## config.mk

```make
export PLATFORM = sky130hd
export DESIGN_NAME = mmio_uart_periph_flat
export DESIGN_NICKNAME = d
export VERILOG_FILES = /design/src/rtl/mmio_uart_periph_if.sv /design/src/rtl/mmio_uart_periph.sv /design/src/flat_wrapper.sv
export SDC_FILE = /design/constraint.sdc
export NUM_CORES = 1
export LEC_CHECK = 0
export ABC_AREA = 1
export ABC_CLOCK_PERIOD_IN_PS = 3650
export BUFFER_PORTS_ARGS = -buffer_cell sky130_fd_sc_hd__buf_2
export CAP_MARGIN = 10
export CORE_MARGIN = 10
export CORE_UTILIZATION = 59
export CTS_CLUSTER_DIAMETER = 120
export DETAILED_ROUTE_END_ITERATION = 10
export HOLD_SLACK_MARGIN = 0.02
export PLACE_DENSITY = 0.79
export SYNTH_ARGS = -nofsm -noshare
export SYNTH_HDL_FRONTEND = slang
export SYNTH_SLANG_ARGS = --single-unit
export TNS_END_PERCENT = 1
```

## constraint.sdc

```tcl
create_clock -name CLK -period 3.65 [get_ports CLK]
set_input_delay 0.5475 -clock CLK [delete_from_list [all_inputs] [get_ports CLK]]
set_output_delay 0.5475 -clock CLK [all_outputs]
set_load 0.005 [all_outputs]
```

## src/rtl/mmio_uart_periph_if.sv

```systemverilog
// CPU memory-bus port bundle for the UART/LED/button peripheral window.
// Latency: none in the bundle itself; the slave registers mem_rdata one cycle after the request.
// Backpressure: none, the bus is always accepted; mem_rdata is 0 for non-selected cycles.
interface mmio_uart_periph_if;
    logic        mem_en;
    logic [3:0]  mem_we;
    logic [29:0] mem_addr;
    logic [31:0] mem_wdata;
    logic [31:0] mem_rdata;

    modport master (
        output mem_en, mem_we, mem_addr, mem_wdata,
        input  mem_rdata
    );

    modport slave (
        input  mem_en, mem_we, mem_addr, mem_wdata,
        output mem_rdata
    );
endinterface

```

## src/rtl/mmio_uart_periph.sv

```systemverilog
// Memory-mapped UART data/status, LED, button and IRQ-enable window with RX/TX FIFOs.
// Latency: read data one cycle after request; TX byte leaves one cycle after it is at the head.
// Backpressure: full FIFOs drop bytes and set sticky overflow flags; TX drains only while tx_RDY.
module mmio_uart_periph #(
    parameter logic [31:0] BASE_ADDR  = 32'h8000_0000,
    parameter int          FIFO_DEPTH = 16,
    parameter int          LED_W      = 8,
    parameter int          BTN_W      = 6
) (
    input  logic                 CLK,
    input  logic                 rst_n,
    mmio_uart_periph_if.slave    bus,
    output logic [7:0]           tx_D,
    output logic                 tx_EN,
    input  logic                 tx_RDY,
    input  logic [7:0]           rx_D,
    input  logic                 rx_EN,
    input  logic                 rx_ERR,
    input  logic [BTN_W-1:0]     btn,
    output logic [LED_W-1:0]     led,
    output logic                 irq
);
    localparam int AW = $clog2(FIFO_DEPTH);
    localparam int CW = AW + 1;
    localparam logic [CW-1:0] FULL_CNT = CW'(FIFO_DEPTH);

    // RX entries carry the framing-error bit above the data byte
    logic [8:0]       rx_mem [FIFO_DEPTH];
    logic [7:0]       tx_mem [FIFO_DEPTH];
    logic [AW-1:0]    rx_wp, rx_rp, tx_wp, tx_rp;
    logic [CW-1:0]    rx_cnt, tx_cnt;
    logic             rx_ovf, tx_ovf;
    logic [LED_W-1:0] led_reg;
    logic [2:0]       irq_en;

    logic        sel, is_wr, is_rd;
    logic [2:0]  off;
    logic        rx_empty, rx_full, tx_empty, tx_full;
    logic        rx_pop, rx_push, rx_ovf_set;
    logic        tx_wr, tx_pop, tx_push, tx_ovf_set;
    logic        st_wr, led_wr, ien_wr;
    logic        tx_idle;
    logic [31:0] be_mask, status, rd_val, rx_cnt32, tx_cnt32;
    logic        unused_ok;

    assign unused_ok = ^{bus.mem_wdata, bus.mem_we};

    // Address decode and FIFO push/pop/overflow decisions for this cycle
    always_comb begin
        sel      = bus.mem_en && (bus.mem_addr[29:3] == BASE_ADDR[31:5]);
        off      = bus.mem_addr[2:0];
        is_wr    = |bus.mem_we;
        is_rd    = sel && !is_wr;
        rx_empty = (rx_cnt == '0);
        rx_full  = (rx_cnt == FULL_CNT);
        tx_empty = (tx_cnt == '0);
        tx_full  = (tx_cnt == FULL_CNT);
        // A DATA read pops only when there is something to pop
        rx_pop     = is_rd && (off == 3'd0) && !rx_empty;
        // A same-cycle pop frees the slot, so a push into a full FIFO still lands
        rx_push    = rx_EN && (!rx_full || rx_pop);
        rx_ovf_set = rx_EN && rx_full && !rx_pop;
        tx_wr      = sel && bus.mem_we[0] && (off == 3'd0);
        // tx_EN gating guarantees at least one idle cycle between send strobes
        tx_pop     = !tx_empty && tx_RDY && !tx_EN;
        tx_push    = tx_wr && (!tx_full || tx_pop);
        tx_ovf_set = tx_wr && tx_full && !tx_pop;
        st_wr      = sel && bus.mem_we[0] && (off == 3'd1);
        led_wr     = sel && is_wr && (off == 3'd2);
        ien_wr     = sel && bus.mem_we[0] && (off == 3'd4);
        tx_idle    = tx_empty && tx_RDY && !tx_EN;
        be_mask    = {{8{bus.mem_we[3]}}, {8{bus.mem_we[2]}},
                      {8{bus.mem_we[1]}}, {8{bus.mem_we[0]}}};
    end

    // Register read mux; the registered copy goes out one cycle later
    always_comb begin
        rx_cnt32 = 32'(rx_cnt);
        tx_cnt32 = 32'(tx_cnt);
        status   = {8'b0, tx_cnt32[7:0], rx_cnt32[7:0], 3'b0,
                    tx_ovf, rx_ovf, tx_idle, !tx_full, !rx_empty};
        rd_val   = '0;
        case (off)
            3'd0:    rd_val = rx_empty ? 32'b0 : {1'b1, 22'b0, rx_mem[rx_rp]};
            3'd1:    rd_val = status;
            3'd2:    rd_val = 32'(led_reg);
            3'd3:    rd_val = 32'(btn);
            3'd4:    rd_val = {29'b0, irq_en};
            default: rd_val = '0;
        endcase
    end

    // FIFO storage; pointers and counts own validity, so no reset is needed here
    always_ff @(posedge CLK) begin
        if (rst_n && rx_push) rx_mem[rx_wp] <= {rx_ERR, rx_D};
        if (rst_n && tx_push) tx_mem[tx_wp] <= bus.mem_wdata[7:0];
    end

    // Control state: pointers, counts, flags, registers, TX strobe, irq and read data
    always_ff @(posedge CLK) begin
        if (!rst_n) begin
            rx_wp         <= '0;
            rx_rp         <= '0;
            tx_wp         <= '0;
            tx_rp         <= '0;
            rx_cnt        <= '0;
            tx_cnt        <= '0;
            rx_ovf        <= 1'b0;
            tx_ovf        <= 1'b0;
            led_reg       <= '0;
            irq_en        <= '0;
            irq           <= 1'b0;
            tx_EN         <= 1'b0;
            tx_D          <= '0;
            bus.mem_rdata <= '0;
        end else begin
            if (rx_push) rx_wp <= rx_wp + AW'(1);
            if (rx_pop)  rx_rp <= rx_rp + AW'(1);
            case ({rx_push, rx_pop})
                2'b10:   rx_cnt <= rx_cnt + CW'(1);
                2'b01:   rx_cnt <= rx_cnt - CW'(1);
                default: ;
            endcase

            if (tx_push) tx_wp <= tx_wp + AW'(1);
            if (tx_pop)  tx_rp <= tx_rp + AW'(1);
            case ({tx_push, tx_pop})
                2'b10:   tx_cnt <= tx_cnt + CW'(1);
                2'b01:   tx_cnt <= tx_cnt - CW'(1);
                default: ;
            endcase

            tx_EN <= tx_pop;
            if (tx_pop) tx_D <= tx_mem[tx_rp];

            // Setting wins over a same-cycle write-1-to-clear
            if (rx_ovf_set)                       rx_ovf <= 1'b1;
            else if (st_wr && bus.mem_wdata[3])   rx_ovf <= 1'b0;
            if (tx_ovf_set)                       tx_ovf <= 1'b1;
            else if (st_wr && bus.mem_wdata[4])   tx_ovf <= 1'b0;

            if (led_wr) led_reg <= (led_reg & ~be_mask[LED_W-1:0]) |
                                   (bus.mem_wdata[LED_W-1:0] & be_mask[LED_W-1:0]);
            if (ien_wr) irq_en <= bus.mem_wdata[2:0];

            irq <= (irq_en[0] && !rx_empty) || (irq_en[1] && tx_empty) ||
                   (irq_en[2] && (rx_ovf || tx_ovf));

            bus.mem_rdata <= is_rd ? rd_val : 32'b0;
        end
    end

    assign led = led_reg;
endmodule
```

## src/flat_wrapper.sv

```systemverilog
// flat-port wrapper written by rule: the top's interface ports become plain ports
module mmio_uart_periph_flat 
#(
    parameter logic [31:0] BASE_ADDR  = 32'h8000_0000,
    parameter int          FIFO_DEPTH = 16,
    parameter int          LED_W      = 8,
    parameter int          BTN_W      = 6
)
  (CLK, rst_n, tx_D, tx_EN, tx_RDY, rx_D, rx_EN, rx_ERR, btn, led, irq, bus_mem_en, bus_mem_we, bus_mem_addr, bus_mem_wdata, bus_mem_rdata);
  mmio_uart_periph_if bus_i ();
  input  logic CLK;
  input  logic rst_n;
  output logic [7:0] tx_D;
  output logic tx_EN;
  input  logic tx_RDY;
  input  logic [7:0] rx_D;
  input  logic rx_EN;
  input  logic rx_ERR;
  input  logic [BTN_W-1:0] btn;
  output logic [LED_W-1:0] led;
  output logic irq;
  input wire logic [$bits(bus_i.mem_en)-1:0] bus_mem_en;
  input wire logic [$bits(bus_i.mem_we)-1:0] bus_mem_we;
  input wire logic [$bits(bus_i.mem_addr)-1:0] bus_mem_addr;
  input wire logic [$bits(bus_i.mem_wdata)-1:0] bus_mem_wdata;
  output wire logic [$bits(bus_i.mem_rdata)-1:0] bus_mem_rdata;
  assign bus_i.mem_en = bus_mem_en;
  assign bus_i.mem_we = bus_mem_we;
  assign bus_i.mem_addr = bus_mem_addr;
  assign bus_i.mem_wdata = bus_mem_wdata;
  assign bus_mem_rdata = bus_i.mem_rdata;
  mmio_uart_periph #(.BASE_ADDR(BASE_ADDR), .FIFO_DEPTH(FIFO_DEPTH), .LED_W(LED_W), .BTN_W(BTN_W)) u_core (.CLK(CLK), .rst_n(rst_n), .bus(bus_i), .tx_D(tx_D), .tx_EN(tx_EN), .tx_RDY(tx_RDY), .rx_D(rx_D), .rx_EN(rx_EN), .rx_ERR(rx_ERR), .btn(btn), .led(led), .irq(irq));
endmodule
```

==> run metrics, run 1 <==
status=completed; hpwl dp=around 21 mm; flops & latches, synth=between 300 and 400; Yosys top cell by area=edfxtp_1; Placeable Area=between 0.02 and 0.025 mm²; Die Wd=approximately 180 µm; layout cells sized above 1=0.168; Final Skew=between 30 and 40 ps; P_sw=2.47 mW; CP Class=reg -> reg; Post-Syn Area=~0.014 mm²; via count=between 9,000 and 10,000; Most used DFF post-synth=edfxtp_1; I/O Buffers=~100; DRT antenna net count=0; Post-synth EDFFs=272; GRT Residual Overflow=0; fraction of registers with async set/reset=0; Final Hold Viols=0; area delta synth->final=14.5%; Setup TNS=0 ps; CP Max Fanout=5; Hold WC Path Type=in -> reg; maxcap violations=0; Placement Cell Area=between 0.015 and 0.02 mm²; pin count of the biggest net entering global routing=73; # hold bufs at CTS=0; sw frac=0.267; Fill cells=about 1,600; Pre-antenna DRT Iters=6; post-synthesis cell count=between 1,000 and 1,500; share of the synthesized area in the top cell type=0.573; initial core utilization=0.603; Leak=about 5.9 nW; post-route cell area=~0.016 mm²; f_max=335 MHz; top cells by count, synth=edfxtp_1, nor2_1, o21ai_0; maximum vdd drop=0.000359 V; global-route wire length before repair=around 53 mm; YS warnings=0; antenna violations before repair=4; CTS resizes=0; Residual DRC=0; CTS buffer count=36; routability cong.=about 0.86; relative slew slack=0.291; most common cell in the netlist=edfxtp_1; RSZ-0062 raised after global routing=false; Slew @ Worst Pin=~1100 ps; PwrDens=approximately 570 mW/mm²; Root Driver=clkbuf_16; Routed WL=33.6 mm; number of core rows=56; Vias/cell=around 5.9; post-synth cell types=between 40 and 50; min cycle time layout=2990 ps; Comb power frac=0.144; CTS tree=built; worst endpoint required time=4110 ps; clock network fraction of design power=0.383; period utilization=0.819; Tot GR Track Use=0.215; post-route insts no fill=1,696; vias in the first global route=roughly 9,900; H-tree depth=2; DP Cell Count=approximately 1,600; post-CTS setup buffer count=0; Seq/Total Area, Yosys=0.675; Detailed Route Iter0 Violations=~1,200; buffer levels on the longest clock path=3; io pins=between 100 and 150; synth top area cells=edfxtp_1, dfxtp_1, nor2_1; setup violators final=0; Internal=roughly 6.8 mW; Die Ht=about 180 µm; CP arrival=between 3000 and 4000 ps; Final #Nets=between 1,000 and 1,500; die area=around 0.03 mm²; crit path capture type=flop; Avg Synthesized Cell Area=roughly 12 µm²; element type at the critical path start=flop; Clock transition at path regs=around 60 ps; final core utilization=0.690; Num Clock Sinks=between 300 and 400; Seq pwr share=0.473; max-slew violations=0; worst skew pair latency=about 540 ps; WL/cell=19.8 µm
## area by class of cell
type / count / area, µm² / area share
timing repair buffer: 137 / 783 / 0.0480
tap: 319 / 399 / 0.0245
antenna: 2 / 5.00 / 0.000307
clock inverter: 20 / 186 / 0.0114
sequential: 344 / 9610 / 0.590
inverter: 92 / 345 / 0.0212
multi-input combinational: 737 / 4000 / 0.245
clock buffer: 45 / 976 / 0.0599
## critical path, stage by stage, from the launching register on
cell	delay, ps
dfxtp_1	340
nor4_1	510
nand2_1	130
nor2_1	220
inv_1	90
nand2_2	160
ha_1	280
inv_1	90
fa_1	410
inv_1	70
a31oi_1	90
inv_1	70
nor2_1	30
nor3_1	190
o21ai_0	110
a21oi_1	120
## power by group through the flow
stage	clock network (mW)	logic, mW	registers (mW)
floorplan	0	0.885	4.45
global placement	0	1.25	4.45
detailed placement	0	1.30	4.46
CTS	3.56	1.33	4.38
global route	3.74	1.49	4.39
finish	3.54	1.33	4.38
## worst paths after layout
path | startpoint | end | slack, ps | depth (start not counted)
worst max register to register | u_core.tx_cnt[1] | u_core.tx_cnt[4] | 660 | 15
worst min-delay path | rx_EN | u_core.rx_ovf | 370 | 3
worst max-delay path | u_core.tx_cnt[1] | u_core.tx_cnt[4] | 660 | 15
worst min register to register | u_core.tx_cnt[4] | u_core.tx_cnt[4] | 480 | 1
## registers in the layout (all words and copies together), names as in the netlist, named ones only
register	flops
u_core.bus.mem_rdata	19
u_core.rx_mem	144
u_core.tx_wp	4
u_core.irq_en	3
u_core.rx_ovf	1
u_core.tx_D	8
u_core.tx_ovf	1
u_core.irq	1
u_core.rx_rp	4
u_core.tx_cnt	5
u_core.rx_wp	4
u_core.tx_mem	128
u_core.rx_cnt	5
u_core.tx_rp	4
u_core.tx_EN	1
## metal layers
layer / share of wire / routed length, µm / GRT usage
met5: 0.00080 / 27 / 0
met4: 0.032 / 1070 / 0.0781
met3: 0.091 / 3050 / 0.0513
met2: 0.48 / 16000 / 0.349
met1: 0.40 / 13500 / 0.276
## cell families after synthesis
group           share of synthesized area
compound gates                      0.124
buf+inv                            0.0481
mux                                0.0141
fa+ha+maj                          0.0146
flops                               0.675
other cells                      0.000263
xor+xnor                          0.00308
simple gates                        0.122
## metrics by stage
stage | total power, mW | setup slack (ps) | hold WS (ps)
after global placement | 5.71 | 538 | 455
after detailed placement | 5.76 | 438 | 468
after CTS | 9.27 | 712 | 354
final | 9.26 | 661 | 367
after floorplan | 5.33 | 884 | 443
after global routing | 9.61 | 405 | 388
## cells in the final DEF (no fill, tap or decap), types with 14 or more instances in the layout
master and instances:
nor2_1 228, ha_1 15, buf_2 98, o21ai_0 136
clkbuf_16 37, edfxtp_1 272, a21oi_1 30, dfxtp_1 69
buf_4 39, o22ai_1 15, mux2i_1 20, o32ai_1 14
o211ai_1 24, o221ai_1 39, inv_1 77, nand3_1 40
nand2_1 83
Power figures use the tool's default switching activity.
==> run 2, diff against run 1 <==
--- a/config.mk
+++ b/config.mk
@@ -5,8 +5,8 @@
 export SDC_FILE = /design/constraint.sdc
 export NUM_CORES = 1
 export LEC_CHECK = 0
-export ABC_AREA = 1
-export ABC_CLOCK_PERIOD_IN_PS = 3650
+export ABC_AREA = 0
+export ABC_CLOCK_PERIOD_IN_PS = 2900
 export BUFFER_PORTS_ARGS = -buffer_cell sky130_fd_sc_hd__buf_2
 export CAP_MARGIN = 10
 export CORE_MARGIN = 10
@@ -14,7 +14,7 @@
 export CTS_CLUSTER_DIAMETER = 120
 export DETAILED_ROUTE_END_ITERATION = 10
 export HOLD_SLACK_MARGIN = 0.02
-export PLACE_DENSITY = 0.79
+export PLACE_DENSITY = 0.8
 export SYNTH_ARGS = -nofsm -noshare
 export SYNTH_HDL_FRONTEND = slang
 export SYNTH_SLANG_ARGS = --single-unit
==> constraint.sdc (replaced) <==
create_clock -name CLK -period 2.9 [get_ports CLK]
set_input_delay 0.435 -clock CLK [delete_from_list [all_inputs] [get_ports CLK]]
set_output_delay 0.435 -clock CLK [all_outputs]
set_load 0.005 [all_outputs]
==> run 2 against run 1 <==
  * Fmax grew 9.9%
  * Critical endpoint unchanged
  * Core utilization grew 1.9 points
  * Highest routed layer is now met4
  * Clock power grew 26%
  * Sequential share of layout area grew 0.38 points
  * Critical path type unchanged
  * Worst hold slack lost 73 ps
  * Power grew 8.6%
  * Largest cell class unchanged
==> run metrics, run 2 <==
hpwl dp=between 20 and 25 mm; post-route cell area=around 0.016 mm²; hold endpoint=u_core.rx_mem[12][1]; pin count of the biggest net entering global routing=37; Seq/Total Area, Yosys=0.697; YS warnings=0; Pre-antenna DRT Iters=5; Slew @ Worst Pin=roughly 630 ps; most common cell after layout, fill and taps aside=edfxtp_1; Yosys top cell by area=edfxtp_1; max reg flops=between 100 and 150; P_sw=1.96 mW; Vias/cell=between 5 and 6; f_max=367 MHz; global-route wire length before repair=~47 mm; Die Ht=173 µm; synth top area cells=edfxtp_1, mux4_2, dfxtp_1; fraction of registers with async set/reset=0; flops & latches, synth=about 340; Diodes inserted=0; WL/cell=around 23 µm; Hold Crit Start=rx_D[1]; Root Driver=clkbuf_16; maximum vdd drop=roughly 0.00062 V; CTS buffer count=34; GRT Residual Overflow=0; RR Endpoint=u_core.tx_cnt[4]; CP Max Fanout=4; Final #Nets=1,067; Placeable Area=between 0.02 and 0.025 mm²; CP arrival=about 3200 ps; clock network fraction of design power=0.444; status=completed; worst endpoint required time=approximately 3300 ps; Placement Cell Area=~0.015 mm²; crit path capture type=flop; total power=about 10 mW; hold path depth=1; most frequent cells in the layout=edfxtp_1, buf_2, mux4_2; Final Hold Viols=0; Detailed Route Iter0 Violations=around 680; Setup TNS=0 ps; Internal=approximately 8.1 mW; Residual DRC=0; CTS tree=built; setup violators final=0; Post-Syn Area=~0.014 mm²; share of the synthesized area in the top cell type=0.593; worst skew pair latency=approximately 520 ps; Top reg by flops=u_core.rx_mem; via count=between 7,000 and 8,000; PwrDens=slightly above 600 mW/mm²; number of core rows=55; die area=0.0299 mm²; Largest regs=u_core.rx_mem x144, u_core.tx_mem x128, u_core.bus.mem_rdata x19; initial core utilization=0.603; # hold bufs at CTS=0; DRT antenna net count=0; CP Class=reg -> reg; min cycle time layout=2720 ps; Final Skew=about 29 ps; Comb power frac=0.024; Hold WC Path Type=in -> reg; Post-synth EDFFs=around 270; H-tree depth=2; final core utilization=0.709; Tot GR Track Use=0.200; flop2flop setup slack=between 150 and 200 ps; Reg2Reg Launch Point=u_core.tx_cnt[3]; Clock transition at path regs=approximately 60 ps; antenna violations before repair=0; maxcap violations=0; relative slew slack=0.581; post-synth cell types=50; post-synthesis cell count=809; vias in the first global route=slightly below 8,000; Routed WL=approximately 30 mm; Die Wd=between 150 and 200 µm; Num Clock Sinks=about 340; sw frac=0.195; io pins=136; most common cell in the netlist=edfxtp_1; max-slew violations=0; I/O Buffers=between 90 and 100; layout cells sized above 1=0.328; element type at the critical path start=flop; Seq pwr share=0.532; Leak=between 5 and 6 nW; R2R cell count=12; area delta synth->final=17.5%; period utilization=0.938; routability cong.=between 0.8 and 0.9; buffer levels on the longest clock path=3; Most used DFF post-synth=edfxtp_1; Avg Synthesized Cell Area=17.0 µm²; top cells by count, synth=edfxtp_1, mux4_2, dfxtp_1
-- run 2: cell count changes in the layout (fill, tap and decap cells not counted), sizes merged, moves of 34 or more --
cell    delta
o21ai    -124
nor2     -165
o221ai    -39
nand2     -54
nand3     -34
inv       -69
mux4      +85
-- run 2: power by group through the flow --
stage | sequential, mW | combinational [mW] | clock, mW
global route | 5.34 | 0.268 | 4.73
CTS | 5.35 | 0.243 | 4.54
detailed placement | 5.45 | 0.240 | 0
global placement | 5.45 | 0.230 | 0
floorplan | 5.45 | 0.110 | 0
finish | 5.35 | 0.246 | 4.46
-- run 2: what timing repair did --
action	in CTS	in global routing
resized for setup	0	6
setup endpoints to repair	0	1
buffers inserted	0	0
-- run 2: cell families after synthesis --
family	synth area share
multiplexers	0.161
XOR/XNOR	0.00508
AO/OA/AOI/OAI	0.0271
flip-flops	0.697
buffers and inverters	0.0247
adder cells (fa/ha/maj)	0.0151
other	0.000272
AND/OR/NAND/NOR	0.0698
-- run 2: stage by stage --
step / worst slack (ps) / hold WS, ps / std cells
global route: -1.23 / 290 / 1303
floorplan: 7.16 / 452 / 821
detailed placement: -110 / 450 / 1242
CTS: 67.0 / 278 / 1303
finish: 179 / 294 / 1303
global placement: -68.9 / 444 / 1242
-- run 2: worst max-delay path: stages (launching register included) --
cell	delay, ps
dfxtp_2	350
nor4_4	340
and3_4	250
nor4_4	50
inv_1	100
ha_4	170
inv_1	70
fa_2	340
nor2b_2	140
o21ai_1	100
and3_1	200
or4_1	400
a21oi_1	150
-- run 2: layer usage --
metal | vias up | global-route usage | part of all wire
li1 | 3444 | - | -
met1 | 3907 | 0.254 | 0.40
met2 | 273 | 0.338 | 0.51
met3 | 52 | 0.0412 | 0.064
met4 | 0 | 0.0632 | 0.025
met5 | - | 0 | 0
-- run 2: cell type report --
type,count,area [µm²]
Clock buffer,46,951
Tap cell,313,392
Timing Repair Buffer,163,1000
Inverter,18,67.6
Multi-Input combinational cell,404,3970
Clock inverter,15,198
Sequential cell,344,9610
Fill cell,1444,6650
-- run 2: worst max path at each step --
stage | startpoint | endpoint
2_1_floorplan | bus_mem_addr[0] | u_core.tx_cnt[4]
3_3_place_gp | bus_mem_addr[4] | u_core.tx_cnt[4]
3_5_place_dp | bus_mem_addr[4] | u_core.tx_cnt[4]
4_1_cts | u_core.tx_cnt[0] | u_core.tx_cnt[4]
5_1_grt | u_core.tx_cnt[3] | u_core.tx_cnt[4]
6_report | u_core.tx_cnt[3] | u_core.tx_cnt[4]
==> run 3, diff against run 2 <==
--- a/config.mk
+++ b/config.mk
@@ -9,12 +9,14 @@
 export ABC_CLOCK_PERIOD_IN_PS = 2900
 export BUFFER_PORTS_ARGS = -buffer_cell sky130_fd_sc_hd__buf_2
 export CAP_MARGIN = 10
+export CELL_PAD_IN_SITES_DETAIL_PLACEMENT = 1
+export CELL_PAD_IN_SITES_GLOBAL_PLACEMENT = 2
 export CORE_MARGIN = 10
-export CORE_UTILIZATION = 59
+export CORE_UTILIZATION = 44
 export CTS_CLUSTER_DIAMETER = 120
 export DETAILED_ROUTE_END_ITERATION = 10
 export HOLD_SLACK_MARGIN = 0.02
-export PLACE_DENSITY = 0.8
+export PLACE_DENSITY_LB_ADDON = 0.1
 export SYNTH_ARGS = -nofsm -noshare
 export SYNTH_HDL_FRONTEND = slang
 export SYNTH_SLANG_ARGS = --single-unit
==> run 3 against run 2 <==
  * Routed wire length increased by 10%
  * Combinational power grew 5%
  * First-iteration DRC count fell by 53%
  * Largest cell class unchanged
  * Non-clock buffer count is 3 higher
  * Critical path depth unchanged
  * Power increased by 3.0%
  * Setup slack lost 63 ps
  * Global-route usage down 2.8 points
  * Flip-flop and latch count stayed put
  * Sequential power hardly changed
  * Fmax shrank 2.3%
  * Core utilization decreased by 17 points
  * Critical path type unchanged
==> run metrics, run 3 (synthesis results as in run 2) <==
status=completed; Die Wd=197 µm; WL/cell=~24 µm; Fin Hold WS=309 ps; Hold Crit Start=rx_D[5]; Comb power frac=0.025; cells along the critical path=nor4_4, and3_4, nor4_4, inv_2, ha_4, inv_1, fa_2, nor2b_4, o21ai_2, and3_4, or4_4, a21oi_2; CTS tree=built; multi-input combinational cell area=~0.004 mm²; PwrDens=between 600 and 700 mW/mm²; Die Ht=approximately 200 µm; CP Class=reg -> reg; maximum vdd drop=0.000515 V; total power=10.3 mW; flop2flop setup slack=roughly 120 ps; min cycle time layout=around 2800 ps; die area=0.0388 mm²; element type at the critical path start=flop; pin count of the biggest net entering global routing=36; Placement Cell Area=~0.015 mm²; max-slew violations=0; Final Skew=slightly below 20 ps; Tot GR Track Use=0.172; period utilization=0.960; Internal=slightly above 8 mW; Seq pwr share=0.516; Root Driver=clkbuf_16; post-route cell area=0.0165 mm²; Vias/cell=~5.4; CP arrival=3210 ps; number of core rows=64; Slew @ Worst Pin=~1000 ps; Fill cells=2,928; Diodes inserted=0; Top reg by flops=u_core.rx_mem; CP Max Fanout=3; global-route wire length before repair=between 50 and 60 mm; P_sw=roughly 2.1 mW; Largest regs=u_core.rx_mem x144, u_core.tx_mem x128, u_core.bus.mem_rdata x19; sw frac=0.198; most common cell after layout, fill and taps aside=edfxtp_1; # hold bufs at CTS=0; setup violators final=0; area delta synth->final=19.4%; R2R cell count=12; CP top delay family=simple AND/OR/NAND/NOR gates; clock network fraction of design power=0.459; Hold WC Path Type=in -> reg; crit-path max cell delay=420 ps; hold path depth=1; Pre-antenna DRT Iters=4; Num Clock Sinks=roughly 340; routability cong.=between 0.8 and 0.9; DP Cell Count=between 1,000 and 1,500; Detailed Route Iter0 Violations=around 320; f_max=approximately 360 MHz; layout cells sized above 1=0.336; most frequent cells in the layout=edfxtp_1, buf_2, mux4_2; GRT Residual Overflow=0; vias in the first global route=8,199; antenna violations before repair=0; hpwl dp=23.3 mm; DRT antenna net count=0; via count=around 7,600; Final Hold Viols=0; Routed WL=between 30 and 40 mm; crit path capture type=flop; worst skew pair latency=~520 ps; CP bufs+invs=2; Sequential cell area=0.00961 mm²; worst endpoint required time=3320 ps; Clock transition at path regs=roughly 60 ps; RR Endpoint=u_core.tx_cnt[4]; Final #Nets=about 1,100; hold endpoint=u_core.rx_mem[14][5]; Leak=around 5.6 nW; io pins=around 140; buffer levels on the longest clock path=3; max reg flops=between 100 and 150; CTS buffer count=38; maxcap violations=0; slowest CP cell=fa_2; I/O Buffers=a little under 100; Placeable Area=between 0.03 and 0.04 mm²; initial core utilization=0.448; relative slew slack=0.323; Reg2Reg Launch Point=u_core.tx_cnt[0]; Residual DRC=0; H-tree depth=2; final core utilization=0.535; post-route insts no fill=approximately 1,400
run 3: changes by cell type in the layout (fill, tap and decap cells not counted), sizes merged:
cell / change
bufinv: -1
clkinvlp: +1
buf: +3
clkbuf: +9
inv: +1
clkinv: -1
run 3: worst reg2reg max path: cells and delay by family, from the launching register on:
kind / cells / cell delay, ps
simple gates: 6 / 1430
fa+ha+maj: 2 / 570
flops: 1 / 330
compound gates: 2 / 220
buf+inv: 2 / 150
run 3: power groups by stage:
stage	Sequential [mW]	Clock (mW)	Combinational, mW
CTS	5.34	4.88	0.259
detailed placement	5.45	0	0.258
global placement	5.45	0	0.242
global route	5.34	5.08	0.288
floorplan	5.45	0	0.110
finish	5.34	4.75	0.258
run 3: area by class of cell:
cell class | count | area share
flip-flops and latches | 344 | 0.584
multi-input cells | 404 | 0.243
clock buffers | 55 | 0.0655
repair buffers | 166 | 0.0623
well taps | 396 | 0.0301
clock inverters | 15 | 0.0111
inverters | 18 | 0.00411
run 3: stage by stage:
stage / setup TNS, ps / worst slack, ps
final: 0 / 115
after global routing: -37.9 / -37.9
after CTS: 0 / 6.67
after detailed placement: -263 / -263
after global placement: -66.7 / -66.7
after floorplan: 0 / 7.16
run 3: what timing repair did:
action | 4_1_cts | 5_1_grt
endpoints found under the setup margin | 1 | 1
setup buffers | 0 | 1
gates resized for setup | 3 | 10
pin swaps | 1 | 4
run 3: worst max-delay path by stage:
| stage | slack [ps] | depth (start not counted) | end | startpoint |
|---|---|---|---|---|
| after global placement | -70 | 12 | u_core.tx_cnt[4] | bus_mem_addr[4] |
| final | 120 | 12 | u_core.tx_cnt[4] | u_core.tx_cnt[0] |
| after detailed placement | -260 | 12 | u_core.tx_cnt[4] | bus_mem_addr[24] |
| after global routing | -40 | 12 | u_core.tx_cnt[4] | u_core.tx_EN |
| after CTS | 7 | 12 | u_core.tx_cnt[4] | u_core.tx_cnt[2] |
| after floorplan | 7 | 12 | u_core.tx_cnt[4] | bus_mem_addr[0] |
run 3: metal layers:
layer,GRT usage,vias to the layer above,part of all wire
li1,-,3466,-
met1,0.215,3929,0.41
met2,0.309,136,0.54
met3,0.0273,37,0.043
met4,0.0347,0,0.013
met5,0,-,0
